--- src/rtl/ctu_sync_gen.sv ---
// ctu_sync_gen: transmit end of the CTU clock-domain sync pulses.
//
// Generates periodic jbus and dram tx/rx sync pulses in the cmp domain from
// programmable cmp:jbus and cmp:dram ratios. The pulses lead the aligned slow
// clock edge by JBUS_LEAD / DRAM_LEAD cmp cycles. This absorbs the downstream
// distribution flops and the cluster sync headers. sync_locked reports when
// the jbus pulse train has run for 8 full periods.
//
// Ports:
//   cmp_clk          in   cmp clock, the only clock
//   rst              in   synchronous active-high reset
//   cfg_ld           in   1-cycle pulse: load jbus_ratio / dram_ratio
//   jbus_ratio       in   cmp cycles per jbus cycle
//   dram_ratio       in   cmp cycles per dram cycle
//   start_sync       in   level: generate pulses while high
//   ctu_jbus_tx_sync out  global jbus tx sync pulse
//   ctu_jbus_rx_sync out  global jbus rx sync pulse
//   ctu_dram_tx_sync out  global dram tx sync pulse
//   ctu_dram_rx_sync out  global dram rx sync pulse
//   sync_locked      out  8 full jbus periods generated since start
//   cfg_err          out  sticky: illegal ratio, or cfg_ld outside idle
module ctu_sync_gen #(
  parameter int unsigned CNT_W          = 5,
  parameter int unsigned JBUS_LEAD      = 3,
  parameter int unsigned DRAM_LEAD      = 2,
  parameter int unsigned JBUS_RATIO_DEF = 8,
  parameter int unsigned DRAM_RATIO_DEF = 4
) (
  input  logic             cmp_clk,
  input  logic             rst,
  input  logic             cfg_ld,
  input  logic [CNT_W-1:0] jbus_ratio,
  input  logic [CNT_W-1:0] dram_ratio,
  input  logic             start_sync,
  output logic             ctu_jbus_tx_sync,
  output logic             ctu_jbus_rx_sync,
  output logic             ctu_dram_tx_sync,
  output logic             ctu_dram_rx_sync,
  output logic             sync_locked,
  output logic             cfg_err
);

  localparam logic [CNT_W-1:0] One      = CNT_W'(1);
  localparam logic [CNT_W-1:0] JMin     = CNT_W'(JBUS_LEAD + 1);
  localparam logic [CNT_W-1:0] DMin     = CNT_W'(DRAM_LEAD + 1);
  localparam logic [CNT_W-1:0] JLead    = CNT_W'(JBUS_LEAD);
  localparam logic [CNT_W-1:0] DLead    = CNT_W'(DRAM_LEAD);
  localparam logic [CNT_W-1:0] JRatioDf = CNT_W'(JBUS_RATIO_DEF);
  localparam logic [CNT_W-1:0] DRatioDf = CNT_W'(DRAM_RATIO_DEF);

  typedef enum logic [1:0] {StIdle, StRun, StDrain} state_e;

  state_e           state_q, state_d;
  logic [CNT_W-1:0] jratio_q, jratio_d, jtx_idx_q, jtx_idx_d, jrx_idx_q, jrx_idx_d;
  logic [CNT_W-1:0] dratio_q, dratio_d, dtx_idx_q, dtx_idx_d, drx_idx_q, drx_idx_d;
  logic [CNT_W-1:0] jcnt_q, jcnt_d, dcnt_q, dcnt_d;
  logic             jdone_q, jdone_d, ddone_q, ddone_d;
  logic [2:0]       wrap_q, wrap_d;
  logic             locked_q, locked_d;
  logic             err_q, err_d;
  logic             jtx_q, jtx_d, jrx_q, jrx_d, dtx_q, dtx_d, drx_q, drx_d;

  logic             cfg_ok;
  logic             draining;
  logic             jwrap;
  logic [CNT_W-1:0] jlast, dlast;

  // Upper bound 2^CNT_W-1 is implied by the field width.
  assign cfg_ok = (jbus_ratio >= JMin) && (dram_ratio >= DMin);
  assign jlast  = jratio_q - One;
  assign dlast  = dratio_q - One;
  // A domain that reaches its last count while draining stops there. This
  // includes the final RUN cycle, where start_sync has already dropped.
  assign draining = ((state_q == StRun) && !start_sync) || (state_q == StDrain);

  always_comb begin
    state_d   = state_q;
    jratio_d  = jratio_q;
    jtx_idx_d = jtx_idx_q;
    jrx_idx_d = jrx_idx_q;
    dratio_d  = dratio_q;
    dtx_idx_d = dtx_idx_q;
    drx_idx_d = drx_idx_q;
    jcnt_d    = jcnt_q;
    dcnt_d    = dcnt_q;
    jdone_d   = jdone_q;
    ddone_d   = ddone_q;
    wrap_d    = wrap_q;
    locked_d  = locked_q;
    err_d     = err_q;
    jwrap     = 1'b0;

    // Configuration
    if (cfg_ld) begin
      if ((state_q == StIdle) && cfg_ok) begin
        jratio_d  = jbus_ratio;
        jtx_idx_d = jbus_ratio - JLead - One;
        jrx_idx_d = jbus_ratio - JLead;
        dratio_d  = dram_ratio;
        dtx_idx_d = dram_ratio - DLead - One;
        drx_idx_d = dram_ratio - DLead;
      end else begin
        err_d = 1'b1;
      end
    end

    // Main FSM
    unique case (state_q)
      StIdle: begin
        if (start_sync) state_d = StRun;
      end
      StRun: begin
        if (!start_sync) state_d = StDrain;
      end
      StDrain: begin
        if (jdone_q && ddone_q) state_d = StIdle;
      end
      default: state_d = StIdle;
    endcase

    // Phase counters
    if (state_q == StIdle) begin
      jcnt_d  = '0;
      dcnt_d  = '0;
      jdone_d = 1'b0;
      ddone_d = 1'b0;
    end else begin
      if (jdone_q) begin
        jcnt_d = '0;
      end else if (jcnt_q == jlast) begin
        jcnt_d = '0;
        jwrap  = 1'b1;
        if (draining) jdone_d = 1'b1;
      end else begin
        jcnt_d = jcnt_q + One;
      end

      if (ddone_q) begin
        dcnt_d = '0;
      end else if (dcnt_q == dlast) begin
        dcnt_d = '0;
        if (draining) ddone_d = 1'b1;
      end else begin
        dcnt_d = dcnt_q + One;
      end
    end

    // Lock tracking: the wrap counter saturates at 7, so the 8th wrap sets lock.
    if (state_d != StRun) begin
      wrap_d   = '0;
      locked_d = 1'b0;
    end else if ((state_q == StRun) && jwrap) begin
      if (wrap_q == 3'd7) locked_d = 1'b1;
      else                wrap_d   = wrap_q + 3'd1;
    end

    // The outputs are registered copies of the next-cycle count match.
    // A frozen domain sits at 0 and must stay quiet even when an index is 0.
    jtx_d = (state_d != StIdle) && !jdone_d && (jcnt_d == jtx_idx_d);
    jrx_d = (state_d != StIdle) && !jdone_d && (jcnt_d == jrx_idx_d);
    dtx_d = (state_d != StIdle) && !ddone_d && (dcnt_d == dtx_idx_d);
    drx_d = (state_d != StIdle) && !ddone_d && (dcnt_d == drx_idx_d);
  end

  always_ff @(posedge cmp_clk) begin
    if (rst) begin
      state_q   <= StIdle;
      jratio_q  <= JRatioDf;
      jtx_idx_q <= JRatioDf - JLead - One;
      jrx_idx_q <= JRatioDf - JLead;
      dratio_q  <= DRatioDf;
      dtx_idx_q <= DRatioDf - DLead - One;
      drx_idx_q <= DRatioDf - DLead;
      jcnt_q    <= '0;
      dcnt_q    <= '0;
      jdone_q   <= 1'b0;
      ddone_q   <= 1'b0;
      wrap_q    <= '0;
      locked_q  <= 1'b0;
      err_q     <= 1'b0;
      jtx_q     <= 1'b0;
      jrx_q     <= 1'b0;
      dtx_q     <= 1'b0;
      drx_q     <= 1'b0;
    end else begin
      state_q   <= state_d;
      jratio_q  <= jratio_d;
      jtx_idx_q <= jtx_idx_d;
      jrx_idx_q <= jrx_idx_d;
      dratio_q  <= dratio_d;
      dtx_idx_q <= dtx_idx_d;
      drx_idx_q <= drx_idx_d;
      jcnt_q    <= jcnt_d;
      dcnt_q    <= dcnt_d;
      jdone_q   <= jdone_d;
      ddone_q   <= ddone_d;
      wrap_q    <= wrap_d;
      locked_q  <= locked_d;
      err_q     <= err_d;
      jtx_q     <= jtx_d;
      jrx_q     <= jrx_d;
      dtx_q     <= dtx_d;
      drx_q     <= drx_d;
    end
  end

  assign ctu_jbus_tx_sync = jtx_q;
  assign ctu_jbus_rx_sync = jrx_q;
  assign ctu_dram_tx_sync = dtx_q;
  assign ctu_dram_rx_sync = drx_q;
  assign sync_locked      = locked_q;
  assign cfg_err          = err_q;

endmodule

--- config.mk ---
export PLATFORM = sky130hd
export DESIGN_NAME = ctu_sync_gen
export DESIGN_NICKNAME = d
export VERILOG_FILES = /design/src/rtl/ctu_sync_gen.sv
export SDC_FILE = /design/constraint.sdc
export NUM_CORES = 1
export LEC_CHECK = 0
export BUFFER_PORTS_ARGS = -buffer_cell sky130_fd_sc_hd__buf_4
export CELL_PAD_IN_SITES_DETAIL_PLACEMENT = 0
export CELL_PAD_IN_SITES_GLOBAL_PLACEMENT = 1
export CORE_UTILIZATION = 46
export CTS_CLUSTER_DIAMETER = 60
export DETAILED_ROUTE_END_ITERATION = 10
export GPL_TIMING_DRIVEN = 1
export PLACE_DENSITY_LB_ADDON = 0.1
export SYNTH_ARGS = -nofsm -noshare
export SYNTH_HDL_FRONTEND = slang
export SYNTH_SLANG_ARGS = --single-unit
--- constraint.sdc ---
create_clock -name cmp_clk -period 3.8 [get_ports cmp_clk]
set_clock_uncertainty 0.2 [all_clocks]
set_input_delay 0.76 -clock cmp_clk [delete_from_list [all_inputs] [get_ports cmp_clk]]
set_output_delay 0.76 -clock cmp_clk [all_outputs]
set_load 0.1 [all_outputs]
# [After elaboration in Yosys (flattened, before gate mapping)]
# Cells that the tools add are included.
[totals] regBits=53
[op_classes] n_addsub=9 order_cmp=2 eq_ne=10 mux=28 bitwise_logic=2 n_reduce_logical=22
[ops] operator="$mux W5" n=14
[ops] operator="$eq A5 B5 Y1" n=6
[ops] operator="$sub A5 B1 Y5 const B" n=4
[ops] operator="$logic_and A1 B1 Y1" n=11
[ops] operator="$add A5 B1 Y5 const B" n=2
[ops] operator="$mux W1" n=10
[ops] operator="$sub A5 B2 Y5 const B" n=2
[ops] operator="$reduce_and A2 Y1" n=4
[ops] operator="$mux W2" n=3
[ops] operator="$pmux W2 S3" n=1
[ops] operator="$ge A5 B2 Y1 const B" n=1
[ops] operator="$ge A5 B3 Y1 const B" n=1
[ops] operator="$add A3 B1 Y3 const B" n=1
[ops] operator="$eq A3 B3 Y1 const B" n=1
[ops] operator="$logic_not A1 Y1" n=3
[ops] operator="$eq A2 B1 Y1 const B" n=1
[ops] operator="$eq A2 B2 Y1 const B" n=1
[ops] operator="$logic_not A2 Y1" n=1
[ops] operator="$ne A2 B1 Y1 const B" n=1
[ops] operator="$not A1 Y1" n=2
[ops] operator="$reduce_bool A2 Y1" n=1
[ops] operator="$reduce_or A2 Y1" n=1
[ops] operator="$logic_or A1 B1 Y1" n=1

# [Logic depth before layout (Yosys ltp)]
[logic_depth] ltp_word=10 ltp_mapped=11 mapped_depth_nobuf=9

# [Worst setup path before layout]
# OpenSTA, ideal clock, no wires.
[synth_timing] path_type="input to register" from="input port dram_ratio[0]" to="register jtx_q, in the netlist ctu_jbus_tx_sync" arrival_time_ns=2.798 required_time_ns=3.497 slack_ns=0.699 stages=9 path_buffers=1 cell_sequence="ha_1 > or4_4 > o211a_1 > buf_6 > o41ai_1 > o22ai_1 > xor2_1 > or4_1 > a2111oi_2"
[synth_between] elab_chain_cells=7
[synth_lines] item="from (decl)" line="33" source="input logic [CNT_W-1:0] dram_ratio,"
[synth_lines] item="$ge A5 B2 Y1" line="69" source="assign cfg_ok = (jbus_ratio >= JMin) && (dram_ratio >= DMin);"
[synth_lines] item="$logic_and A1 B1 Y1" line="69"
[synth_lines] item="$logic_and A1 B1 Y1" line="95" source="if ((state_q == StIdle) && cfg_ok) begin"
[synth_lines] item="$mux W5" line="95"
[synth_lines] item="$mux W5" line="94" source="if (cfg_ld) begin"
[synth_lines] item="$eq A5 B5 Y1" line="159" source="jtx_d = (state_d != StIdle) && !jdone_d && (jcnt_d == jtx_idx_d);"
[synth_lines] item="$logic_and A1 B1 Y1" line="159"
[synth_lines] item="to (signal assigned)" line="200" source="jtx_q <= jtx_d;"
[synth_lines] item="to (decl)" line="61" source="logic jtx_q, jtx_d, jrx_q, jrx_d, dtx_q, dtx_d, drx_q, drx_d;"
# No other way between the ends.
# A chain may end at the register's enable or synchronous reset.

# [Final worst setup path]
[layout_timing] from="input port dram_ratio[0]" to="register drx_q, in the netlist ctu_dram_rx_sync"
[layout_between] elab_chain_cells=7
[layout_lines] item="$ge A5 B2 Y1" line="69"
[layout_lines] item="$logic_and A1 B1 Y1" line="69"
[layout_lines] item="$logic_and A1 B1 Y1" line="95"
[layout_lines] item="$mux W5 (*)" line="95"
[layout_lines] item="$mux W5 (*)" line="94"
[layout_lines] item="$eq A5 B5 Y1 (*)" line="162" source="drx_d = (state_d != StIdle) && !ddone_d && (dcnt_d == drx_idx_d);"
[layout_lines] item="$logic_and A1 B1 Y1 (*)" line="162"
[layout_lines] item="to (signal assigned)" line="203" source="drx_q <= drx_d;"
[layout_lines] item="to (decl)" line="61"
# Every way passes the cells marked *; elsewhere a longest branch is shown, timed or not.

==> metrics <==
run status=finished clean; initial antenna violation count=0; HPWL Detailed=4.85 mm; clock sink total=53; # DRC=0; critical path arrival=3.21 ns; vias in the first global route=2037; DRT antenna net count=0; first-pass GRT wire length=10.4 mm; gr ovfl total=0; Die ar.=0.00679 mm2; final hold vios=0; number of synthesized flops with an enable pin=0; FMAX=0.315 GHz; Max Slew Vio Count=0; Die W=82.4 um; WL/cell=14.6 um; Final setup viols=0; DR iter-0 viols=123; dpl ws=0.324 ns; Syn Nets=378; pin count of the biggest net entering global routing=40; CP max FO=6; setup TNS=0 ns; end-of-flow core utilization=0.538; IO Count=20; hold_buf cts=0; CORE AREA=0.00606 mm2; unrepaired setup endpoints after global routing=no; WL final=6.40 mm; count of state elements after synthesis=53; post-synth top area share=0.357; total CTS buffers=5; Rows=28; Total GRT Usage=0.204; clock transition at the registers of the reported paths=0.09 ns; layout cells sized above 1=0.107; ys flop type=dfxtp_1; number of buffers added on ports=19; FF-to-FF setup slack=0.66 ns; CP Launch Type=primary input; Worst Path Required=3.83 ns; Synth cell types=55; root buffer cell=clkbuf_8; commonest non-fill, non-tap cell in the layout=dfxtp_1; Worst VDD drop=247 uV; Area growth syn-to-layout=9.76%; Via density=5.50; nets@finish=390; cells after synthesis=351; Max-slew headroom=0.593; Critical Path End Type=register; Min-Delay Path Class=register to register; Starting Density=0.491; worst skew pair latency=0.30 ns; Yosys warning count=0; Worst setup startpoint=dram_ratio[0]; post-synth top area cell=dfxtp_1; hold path startpoint=dratio_q[4]; Max Root-Sink Buffers=2; Post-CTS Setup Inserts=0; period utilisation layout=0.835; sequential fraction of the synthesis area=0.357; Tmin final=3.17 ns; highest-count cells in the layout ignoring fill and taps=dfxtp_1 (53), nor2_1 (36), nand2_1 (31), a21oi_1 (24), buf_4 (23); Die Span Y=82.4 um; CTS tree=done; PnR worst setup slack=0.628 ns; Syn Std Cell Area=0.00297 mm2; routed via count=2407; GPL Wtd Cong=0.841; ys async rst share=0; PD cells=386 mW/mm2; Crit Reg-Reg Startpoint=dratio_q[0]; H-tree depth=2; Detailed Routing Iterations Pass 1=4; Max-cap violations=0; Mapped Avg Cell Area=8.47 um2; critical path type=primary input to register; synth top area cells=dfxtp_1 (36%), xnor2_1 (5.9%), ha_1 (5.5%); Worst-Margin Slew=0.604 ns; LEAKAGE=0.00131 uW; Ant. Diodes=0; post_cts resized=0
[worst paths after layout]
path | endpoint | cells past startpoint
min reg2reg | dratio_q[4] | 2
min | dratio_q[4] | 2
max reg2reg | ctu_dram_tx_sync | 9
max | ctu_dram_rx_sync | 9
[registers in the layout, summed over array words and instances, names as in the netlist]
register / cells
dcnt_q: 5
dratio_q: 5
drx_idx_q: 5
dtx_idx_q: 5
jcnt_q: 5
jratio_q: 5
jrx_idx_q: 5
jtx_idx_q: 5
wrap_q: 3
state_q: 2
cfg_err: 1
ctu_dram_rx_sync: 1
ctu_dram_tx_sync: 1
ctu_jbus_rx_sync: 1
ctu_jbus_tx_sync: 1
ddone_q: 1
jdone_q: 1
sync_locked: 1
[cell usage after synthesis, types with 4 or more instances]
cell	count
nor2_1	36
buf_2	4
nand2_1	31
nor3_1	17
clkbuf_1	12
o211ai_1	6
or4_1	4
nand3_1	10
a21oi_1	24
ha_1	13
o21ai_0	6
nor4_1	5
xnor2_1	20
inv_1	19
dfxtp_1	53
xor2_1	17
and2_1	4
mux2i_1	12
[cells by family (layout without fill, tap and decap cells)]
group           Yosys count  in the layout  share of synthesized area
simple gates            133            133                      0.224
compound gates           65             65                      0.157
flops                    53             53                      0.357
xor+xnor                 37             37                      0.109
buf+inv                  37             49                     0.0509
fa+ha+maj                13             13                     0.0547
mux                      13             13                     0.0480
[stage by stage]
| step | instances | hold WS (ns) | cell area [um2] | power [uW] |
|---|---|---|---|---|
| after floorplan | 351 | 0.237 | 2970 | 837 |
| after global placement | 431 | 0.257 | 3160 | 901 |
| after detailed placement | 431 | 0.265 | 3160 | 904 |
| after CTS | 438 | 0.279 | 3260 | 1280 |
| after global routing | 438 | 0.296 | 3260 | 1330 |
| final | 438 | 0.276 | 3260 | 1260 |
[final cells by class]
| type | instances | area, um2 |
|---|---|---|
| clock inverter | 2 | 35.0 |
| sequential | 53 | 1060 |
| tap | 75 | 93.8 |
| clock buffer | 5 | 68.8 |
| timing repair buffer | 23 | 173 |
| inverter | 19 | 71.3 |
| multi-input combinational | 261 | 1760 |
| fill | 601 | 2800 |
[report_power, final]
group / leakage, uW / total, uW / internal, uW / switching, uW
clock: 0.0000540 / 370 / 192 / 178
sequential: 0.000433 / 605 / 586 / 19.7
combinational: 0.000823 / 285 / 111 / 174
[worst max-delay path, cell delays in order]
cell and delay, ns:
buf_4 0.13, ha_1 0.19, or4_4 0.43, o211ai_2 0.26
mux2i_1 0.48, xnor2_1 0.10, or4_1 0.41, a311o_1 0.32
a21oi_1 0.11
[per-layer routing]
| layer | global-route usage | part of all wire |
|---|---|---|
| met1 | 0.315 | 0.54 |
| met2 | 0.292 | 0.42 |
| met3 | 0.0330 | 0.038 |
| met4 | 0.0421 | 0.0066 |
| met5 | 0 | 0 |
Power figures use the tool's default switching activity.
